<file path="config.mk">
export PLATFORM = sky130hd
export DESIGN_NAME = keypad_emulator
export DESIGN_NICKNAME = d
export VERILOG_FILES = /design/src/rtl/keypad_emulator.sv
export SDC_FILE = /design/constraint.sdc
export NUM_CORES = 1
export LEC_CHECK = 0
export BUFFER_PORTS_ARGS = -buffer_cell sky130_fd_sc_hd__buf_2
export CORE_ASPECT_RATIO = 1.4
export CORE_MARGIN = 2
export CORE_UTILIZATION = 35
export DETAILED_ROUTE_END_ITERATION = 7
export GPL_TIMING_DRIVEN = 0
export PLACE_DENSITY_LB_ADDON = 0.05
export SLEW_MARGIN = 20
export SYNTH_ARGS = -nofsm -noshare
export SYNTH_HDL_FRONTEND = slang
export SYNTH_SLANG_ARGS = --single-unit
</file>
<file path="constraint.sdc">
create_clock -name clk -period 2.8 [get_ports clk]
set_input_delay 0.42 -clock clk [delete_from_list [all_inputs] [get_ports clk]]
set_output_delay 0.42 -clock clk [all_outputs]
set_load 0.01 [all_outputs]
</file>
<file path="src/rtl/keypad_emulator.sv">
// ---------------------------------------------------------------------------
// keypad_emulator
//
// Responder side of a 3x3 matrix keypad scan interface. A request asks for
// key K to be pressed for H clock cycles. The emulator plays out the contact
// profile of a real key: make-bounce, solid hold, break-bounce, and a
// completion pulse. The closed contact is reflected onto the active-low row
// lines whenever the scanner strobes the key's column.
//
// Parameters
//   BOUNCE_CYCLES : clk cycles of bounce on make and on break (0 = no bounce)
//   BOUNCE_PERIOD : clk cycles per contact toggle while bouncing (>= 1)
//   HOLD_W        : width of the hold_cycles request field
//
// Ports
//   clk          in   system clock, rising edge
//   clear        in   asynchronous active-low reset
//   column[2:0]  in   column strobes from scanner, active-low
//   press_valid  in   press request valid
//   press_key    in   key code: [3:2] column 0..2, [1:0] row 0..2
//   hold_cycles  in   solid-contact duration (0 behaves as 1)
//   press_ready  out  request can be accepted (registered)
//   row[2:0]     out  row lines to scanner, active-low (combinational)
//   busy         out  press sequence in progress (registered)
//   done         out  one-cycle pulse while the sequence completes (registered)
//   err_invalid  out  one-cycle pulse after an invalid code is rejected
// ---------------------------------------------------------------------------
module keypad_emulator #(
    parameter int BOUNCE_CYCLES = 8,
    parameter int BOUNCE_PERIOD = 2,
    parameter int HOLD_W        = 16
) (
    input  logic              clk,
    input  logic              clear,
    input  logic [2:0]        column,
    input  logic              press_valid,
    input  logic [3:0]        press_key,
    input  logic [HOLD_W-1:0] hold_cycles,
    output logic              press_ready,
    output logic [2:0]        row,
    output logic              busy,
    output logic              done,
    output logic              err_invalid
);

    localparam logic [2:0] ST_IDLE       = 3'd0;
    localparam logic [2:0] ST_BOUNCE_IN  = 3'd1;
    localparam logic [2:0] ST_HOLD       = 3'd2;
    localparam logic [2:0] ST_BOUNCE_OUT = 3'd3;
    localparam logic [2:0] ST_DONE       = 3'd4;

    // Counter widths only need to reach the last index, never the count itself.
    localparam int BCW = (BOUNCE_CYCLES < 2) ? 1 : $clog2(BOUNCE_CYCLES);
    localparam int PCW = (BOUNCE_PERIOD < 2) ? 1 : $clog2(BOUNCE_PERIOD);

    localparam logic [BCW-1:0] BOUNCE_LAST = BCW'(BOUNCE_CYCLES - 1);
    localparam logic [PCW-1:0] PERIOD_LAST = PCW'(BOUNCE_PERIOD - 1);
    localparam bit             SKIP_BOUNCE = (BOUNCE_CYCLES == 0);

    // A code is invalid when either index selects the non-existent 4th line.
    function automatic logic key_is_invalid(input logic [3:0] key);
        return (key[3:2] == 2'b11) || (key[1:0] == 2'b11);
    endfunction

    // Registered state
    logic [2:0]        state_r;
    logic [BCW-1:0]    bcnt_r;
    logic [PCW-1:0]    pcnt_r;
    logic              phase_r;
    logic [HOLD_W-1:0] hcnt_r;
    logic [HOLD_W-1:0] hold_r;
    logic [1:0]        key_col_r;
    logic [1:0]        key_row_r;
    logic              ready_r;
    logic              busy_r;
    logic              done_r;
    logic              err_r;

    // Next-state values
    logic [2:0]        state_s;
    logic [BCW-1:0]    bcnt_s;
    logic [PCW-1:0]    pcnt_s;
    logic              phase_s;
    logic [HOLD_W-1:0] hcnt_s;
    logic [HOLD_W-1:0] hold_s;
    logic [1:0]        key_col_s;
    logic [1:0]        key_row_s;
    logic              err_s;

    // Bounce phase bookkeeping: phase flips every BOUNCE_PERIOD cycles so
    // phase_r equals the parity of floor(b / BOUNCE_PERIOD).
    logic [PCW-1:0]    pcnt_adv_s;
    logic              phase_adv_s;

    // Contact and column-match helpers for row generation
    logic              contact_s;
    logic              col_sel_s;

    // Advance of the bounce phase counter by one cycle.
    always_comb begin
        pcnt_adv_s  = pcnt_r;
        phase_adv_s = phase_r;
        if (pcnt_r == PERIOD_LAST) begin
            pcnt_adv_s  = {PCW{1'b0}};
            phase_adv_s = ~phase_r;
        end else begin
            pcnt_adv_s  = pcnt_r + PCW'(1);
            phase_adv_s = phase_r;
        end
    end

    // Press sequencer next-state logic.
    always_comb begin
        state_s   = state_r;
        bcnt_s    = bcnt_r;
        pcnt_s    = pcnt_r;
        phase_s   = phase_r;
        hcnt_s    = hcnt_r;
        hold_s    = hold_r;
        key_col_s = key_col_r;
        key_row_s = key_row_r;
        err_s     = 1'b0;
        case (state_r)
            ST_IDLE: begin
                bcnt_s  = {BCW{1'b0}};
                pcnt_s  = {PCW{1'b0}};
                phase_s = 1'b0;
                hcnt_s  = {HOLD_W{1'b0}};
                if (press_valid && ready_r) begin
                    if (key_is_invalid(press_key)) begin
                        err_s = 1'b1;
                    end else begin
                        key_col_s = press_key[3:2];
                        key_row_s = press_key[1:0];
                        hold_s    = (hold_cycles == {HOLD_W{1'b0}}) ? HOLD_W'(1) : hold_cycles;
                        state_s   = SKIP_BOUNCE ? ST_HOLD : ST_BOUNCE_IN;
                    end
                end else begin
                    state_s = ST_IDLE;
                end
            end
            ST_BOUNCE_IN: begin
                if (bcnt_r == BOUNCE_LAST) begin
                    state_s = ST_HOLD;
                    bcnt_s  = {BCW{1'b0}};
                    pcnt_s  = {PCW{1'b0}};
                    phase_s = 1'b0;
                end else begin
                    bcnt_s  = bcnt_r + BCW'(1);
                    pcnt_s  = pcnt_adv_s;
                    phase_s = phase_adv_s;
                end
            end
            ST_HOLD: begin
                // hold_r is never zero here, so hold_r-1 is the last index.
                if (hcnt_r == (hold_r - HOLD_W'(1))) begin
                    hcnt_s  = {HOLD_W{1'b0}};
                    state_s = SKIP_BOUNCE ? ST_DONE : ST_BOUNCE_OUT;
                end else begin
                    hcnt_s  = hcnt_r + HOLD_W'(1);
                end
            end
            ST_BOUNCE_OUT: begin
                if (bcnt_r == BOUNCE_LAST) begin
                    state_s = ST_DONE;
                    bcnt_s  = {BCW{1'b0}};
                    pcnt_s  = {PCW{1'b0}};
                    phase_s = 1'b0;
                end else begin
                    bcnt_s  = bcnt_r + BCW'(1);
                    pcnt_s  = pcnt_adv_s;
                    phase_s = phase_adv_s;
                end
            end
            ST_DONE: begin
                state_s = ST_IDLE;
            end
            default: begin
                state_s = ST_IDLE;
                bcnt_s  = {BCW{1'b0}};
                pcnt_s  = {PCW{1'b0}};
                phase_s = 1'b0;
                hcnt_s  = {HOLD_W{1'b0}};
            end
        endcase
    end

    // State, counters, latched request and registered status outputs.
    always_ff @(posedge clk or negedge clear) begin
        if (!clear) begin
            state_r   <= ST_IDLE;
            bcnt_r    <= {BCW{1'b0}};
            pcnt_r    <= {PCW{1'b0}};
            phase_r   <= 1'b0;
            hcnt_r    <= {HOLD_W{1'b0}};
            hold_r    <= {HOLD_W{1'b0}};
            key_col_r <= 2'd0;
            key_row_r <= 2'd0;
            ready_r   <= 1'b1;
            busy_r    <= 1'b0;
            done_r    <= 1'b0;
            err_r     <= 1'b0;
        end else begin
            state_r   <= state_s;
            bcnt_r    <= bcnt_s;
            pcnt_r    <= pcnt_s;
            phase_r   <= phase_s;
            hcnt_r    <= hcnt_s;
            hold_r    <= hold_s;
            key_col_r <= key_col_s;
            key_row_r <= key_row_s;
            ready_r   <= (state_s == ST_IDLE);
            busy_r    <= (state_s != ST_IDLE);
            done_r    <= (state_s == ST_DONE);
            err_r     <= err_s;
        end
    end

    // Contact closure implied by the current phase: make-bounce starts
    // closed, break-bounce starts open.
    always_comb begin
        contact_s = 1'b0;
        case (state_r)
            ST_BOUNCE_IN:  contact_s = ~phase_r;
            ST_HOLD:       contact_s = 1'b1;
            ST_BOUNCE_OUT: contact_s = phase_r;
            default:       contact_s = 1'b0;
        endcase
    end

    // The key's column is strobed when its active-low line is low; other
    // columns being low at the same time does not matter.
    always_comb begin
        col_sel_s = 1'b0;
        case (key_col_r)
            2'd0:    col_sel_s = ~column[0];
            2'd1:    col_sel_s = ~column[1];
            2'd2:    col_sel_s = ~column[2];
            default: col_sel_s = 1'b0;
        endcase
    end

    // Row drive: pull the key's row low only while contact is closed and
    // its column is strobed.
    always_comb begin
        row = 3'b111;
        if (contact_s && col_sel_s) begin
            case (key_row_r)
                2'd0:    row = 3'b110;
                2'd1:    row = 3'b101;
                2'd2:    row = 3'b011;
                default: row = 3'b111;
            endcase
        end else begin
            row = 3'b111;
        end
    end

    assign press_ready = ready_r;
    assign busy        = busy_r;
    assign done        = done_r;
    assign err_invalid = err_r;

endmodule

</file>
=== After elaboration in Yosys (flattened, before gate mapping) ===
Cells that the tools add are included.

* $add $sub $neg: 4
* Eq/ne operators: 14
* Multiplexer cells: 24
* Bitwise logic cells: 6
* Reductions and logical operators: 14

{| class="wikitable"
|+ Operator list
! kind !! number
|-
| 16-bit two-way mux || 2
|-
| 16-bit case mux with 2 select lines || 1
|-
| 3-bit two-way mux || 7
|-
| 16-bit by 1-bit adder with 16-bit output (second input constant) || 1
|-
| 16-bit equality test || 1
|-
| 16-bit zero test || 1
|-
| 16-bit by 1-bit subtractor with 16-bit output (second input constant) || 1
|-
| 3-bit case mux with 4 select lines || 1
|-
| 3-bit equality test (second input constant) || 3
|-
| 3-bit case mux with 3 select lines || 1
|-
| 2-bit equality test (second input constant) || 4
|-
| 1-bit two-way mux || 7
|-
| 3-bit by 2-bit equality test with 1-bit output (second input constant) || 2
|-
| 3-bit zero test || 2
|-
| 1-bit NOT || 6
|-
| 1-bit case mux with 3 select lines || 2
|-
| 3-bit case mux with 2 select lines || 1
|-
| 2-bit by 1-bit equality test with 1-bit output (second input constant) || 2
|-
| 2-bit zero test || 2
|-
| 1-bit case mux with 2 select lines || 2
|-
| 2-bit OR reduction || 2
|-
| 3-bit by 1-bit adder with 3-bit output (second input constant) || 1
|-
| 3-bit by 1-bit equality test with 1-bit output (second input constant) || 1
|-
| 3-bit by 1-bit != test with 1-bit output (second input constant) || 1
|-
| 7 further kinds || 8
|}

* Flip-flop bits (word level): 48
* Input bits: 26
* Output and inout port bits: 7
* Logic and storage cells: 74

=== Longest topological paths before layout ===
* Word-level depth: 6
* Depth in mapped cells: 10
* Mapped depth without buffers: 9

=== Worst setup path before layout ===
No wires, ideal clock.

* Path type: register to register
* Start: register hold_r[2]
* End: register hcnt_r[15]
* Setup time: 124 ps
* Arrival time: 2420 ps
* Required time: 2676 ps
* Path slack: 256 ps
* Cell stages (with the launch flop): 9
* Buffers on the path: 1
* Period minus slack after synthesis: 2544 ps
* Cell sequence: dfrtp_1 -> or4_4 -> or2_4 -> o41ai_2 -> nand4_1 -> o31ai_4 -> buf_6 -> nor2_1 -> a211o_1

* Cells in the longest elaborated chain, start to end: 4

{| class="wikitable"
|+ RTL lines
! element !! line !! source
|-
| start, declared || 71 || <nowiki>logic [HOLD_W-1:0] hold_r;</nowiki>
|-
| start signal, assigned || 196 || <nowiki>hold_r <= {HOLD_W{1'b0}};</nowiki>
|-
| start signal, assigned || 209 || <nowiki>hold_r <= hold_s;</nowiki>
|-
| 16-bit by 1-bit subtractor with 16-bit output || 156 || <nowiki>if (hcnt_r == (hold_r - HOLD_W'(1))) begin</nowiki>
|-
| 16-bit equality test || 156 ||
|-
| 16-bit two-way mux || 156 ||
|-
| 16-bit case mux with 2 select lines || 123 || <nowiki>case (state_r)</nowiki>
|-
| end signal, assigned || 195 || <nowiki>hcnt_r <= {HOLD_W{1'b0}};</nowiki>
|-
| end signal, assigned || 208 || <nowiki>hcnt_r <= hcnt_s;</nowiki>
|-
| end, declared || 70 || <nowiki>logic [HOLD_W-1:0] hcnt_r;</nowiki>
|}

Every way passes these cells.
A chain may end at the register's enable or synchronous reset.

=== Worst setup path after layout ===
* Start: register hold_r[1]
* End: register hcnt_r[2]

Same word-level chain as after synthesis.

==> results.sh <==
export IMPL_status="finished clean"
export IMPL_clock_sinks=48
export IMPL_fp_dieW_um=79.5
export IMPL_fmax_ghz=0.373
export IMPL_grt_pass1_wl_um=11200
export IMPL_numPortBuffers=32
export IMPL_grt_ovfl_total=0
export IMPL_grt_antenna_before_repair=0
export IMPL_yosysSeqAreaShare_pct=43.0
export IMPL_power_density_nw_per_um2=884
export IMPL_crit_fanout=8
export IMPL_drt_iter0_markers=57
export IMPL_finalHoldViolCount=0
export IMPL_r2r_start="hold_r[1]"
export IMPL_cts_buffer_depth=2
export IMPL_place_congestion=0.853
export IMPL_fin_crit_sh_pct=95.8
export IMPL_tightestPinTransition_ns=0.742
export IMPL_fp_coreArea_um2=7750
export IMPL_synth_area_top_cells="dfrtp_1 42%, mux2_2 7.7%, xnor2_1 6.0%"
export IMPL_vias=2186
export IMPL_ys_warnings_count=0
export IMPL_drc_errors=0
export IMPL_synthesis_area_um2=2800
export IMPL_drv_cap=0
export IMPL_async_reset_ff_share_pct=100
export IMPL_clkLatencyLatePin_ns=0.31
export IMPL_die_h_um=110
export IMPL_ios=33
export IMPL_power_leakage_nw=1.44
export IMPL_setup_violations_final=0
export IMPL_wl_um=6800
export IMPL_die_area_um2=8730
export IMPL_drive_gt1_share_pct=24.6
export IMPL_drtAntennaViolNets=0
export IMPL_fill_cells=754
export IMPL_dr_pass1_iters=4
export IMPL_synth_largest_area_cell="dfrtp_1"
export IMPL_synth_fp_nets=306
export IMPL_synth_common_cells="47 x dfrtp_1, 21 x nor2_1, 19 x mux2_2, 19 x xnor2_1, 14 x nand2_1"
export IMPL_relSlewSlack_pct=50.4
export IMPL_synth_cell_type_count=58
export IMPL_vias_per_cell=5.19
export IMPL_grt_pass1_vias=2186
export IMPL_synth_most_common_cell="dfrtp_1"
export IMPL_cts_htree_levels=2
export IMPL_r2r_end="hcnt_r[2]"
export IMPL_crit_required_ns=3.03
export IMPL_wl_per_cell_um=16.2
export IMPL_critPathLaunchType="register"
export IMPL_critPathKind="register to register"
export IMPL_synthToLayoutAreaGrowth_pct=18.4
export IMPL_arrival_ns=2.91
export IMPL_clk_pin_slew_ns=0.10
export IMPL_dp_hpwl_um=5090
export IMPL_cts_buffers=5
export IMPL_synthCells=276
export IMPL_yosysTopAreaCellShare_pct=42.1
export IMPL_synth_edf_count=0
export IMPL_drv_slew=0
export IMPL_insertedDiodeCount=0
export IMPL_finClkSkew_ns=0.0115
export IMPL_cts_tree="done"
export IMPL_tns_ns=0
export IMPL_track_usage_pct=16.9
export IMPL_ctsRootBufferMaster="clkbuf_8"
export IMPL_syn_area_per_cell_um2=10.1
export IMPL_reg2reg_slack_ns=0.12
export IMPL_num_rows=38
export IMPL_vdd_drop_max_v=0.000429
export IMPL_ys_ff_latch=48
export IMPL_layout_nets=350
export IMPL_ys_flop_type="dfrtp_1"
export IMPL_whs_ns=0.128
export IMPL_hold_buffers=0
export IMPL_grt_start_max_net_pins=49
export IMPL_crit_path_end_kind="register"
export IMPL_hp_class="input port to asynchronous set/reset pin"
export IMPL_start_util_pct=36.1
export IMPL_layout_min_cycle_time_ns=2.68
export IMPL_reg2reg_depth=9
[flip-flops by register name (all words and copies together) (netlist names)]
| signal | cells |
|---|---|
| bcnt_r | 3 |
| busy | 1 |
| done | 1 |
| err_invalid | 1 |
| hcnt_r | 16 |
| hold_r | 16 |
| key_col_r | 2 |
| key_row_r | 2 |
| pcnt_r | 1 |
| phase_r | 1 |
| press_ready | 1 |
| state_r | 3 |
[layer usage]
layer | share of wire, % | up-vias | global-route usage (%)
li1 | - | 1098 | -
met1 | 43 | 1053 | 20.4
met2 | 52 | 28 | 30.6
met3 | 2.9 | 7 | 2.71
met4 | 1.4 | 0 | 5.42
met5 | 0 | - | 0
[worst max-delay path: stages (launching register included)]
cell and delay (ns):
dfrtp_1 0.42, or4_4 0.58, or2_4 0.26, or4b_1 0.51
nand4_1 0.17, o31ai_4 0.11, buf_6 0.19, buf_12 0.12
o21bai_1 0.11, o2bb2ai_1 0.12
[stage by stage]
| step | area (um2) | cells | total power, mW | setup WS (ns) | utilization (%) |
|---|---|---|---|---|---|
| 6_report | 3310 | 421 | 2.93 | 0.117 | 42.7 |
| 5_1_grt | 3310 | 421 | 3.15 | -0.0170 | 42.7 |
| 4_1_cts | 3230 | 416 | 2.89 | 0.0131 | 41.7 |
| 3_5_place_dp | 3080 | 408 | 2.24 | -0.0948 | 39.8 |
| 3_3_place_gp | 3080 | 408 | 2.24 | -0.0946 | 39.7 |
| 2_1_floorplan | 2800 | 276 | 1.93 | 0.256 | - |
[cells in the final DEF, fill, tap and decap left out, types with 6 or more instances in the layout]
cell / count
buf_4: 6
xor2_1: 10
buf_2: 31
nand3_1: 8
xnor2_1: 19
nand2_1: 14
a21oi_1: 7
nor3_1: 9
inv_1: 13
o21ai_0: 6
a32o_1: 8
mux2_2: 19
clkbuf_1: 9
nor2_1: 21
dfrtp_1: 46
[worst max-delay path by stage]
stage          startpoint    endpoint  slack (ns)  depth (start not counted)
5_1_grt         hold_r[0]  hcnt_r[15]       -0.02                         11
3_5_place_dp    hold_r[0]  hcnt_r[13]       -0.09                         10
3_3_place_gp    hold_r[0]  hcnt_r[15]       -0.09                         10
4_1_cts         hold_r[2]  hcnt_r[13]        0.01                          8
6_report        hold_r[1]   hcnt_r[2]        0.12                          9
2_1_floorplan   hold_r[2]  hcnt_r[15]        0.26                          8
[where the power goes]
group | internal (mW) | switching [mW] | leakage [nW] | total [mW]
registers | 0.905 | 0.244 | 0.616 | 1.15
logic | 0.572 | 0.597 | 0.760 | 1.17
clock network | 0.357 | 0.252 | 0.0654 | 0.609
total | 1.83 | 1.09 | 1.44 | 2.93
[timing repair]
action,CTS,global route
pin swaps,1,5
buffers inserted,0,5
endpoints found under the setup margin,13,15
gates resized for setup,3,7
[area by class of cell]
| type | count | area (um2) | area share, % |
|---|---|---|---|
| Tap cell | 100 | 125 | 3.78 |
| Buffer | 12 | 56.3 | 1.70 |
| Clock inverter | 2 | 60.1 | 1.81 |
| Clock buffer | 6 | 72.6 | 2.19 |
| Inverter | 13 | 48.8 | 1.47 |
| Multi-Input combinational cell | 203 | 1530 | 46.2 |
| Timing Repair Buffer | 37 | 213 | 6.43 |
| Sequential cell | 48 | 1200 | 36.4 |
[kinds of logic after synthesis]
logic type               Yosys count  synth area share [%]
XOR/XNOR                          29                  9.09
buffers and inverters             25                  3.67
AND/OR/NAND/NOR                   95                  18.6
adder cells (fa/ha/maj)            4                  1.79
flip-flops                        48                  43.0
AO/OA/AOI/OAI                     55                  15.8
multiplexers                      20                  8.01
Power figures use the tool's default switching activity.
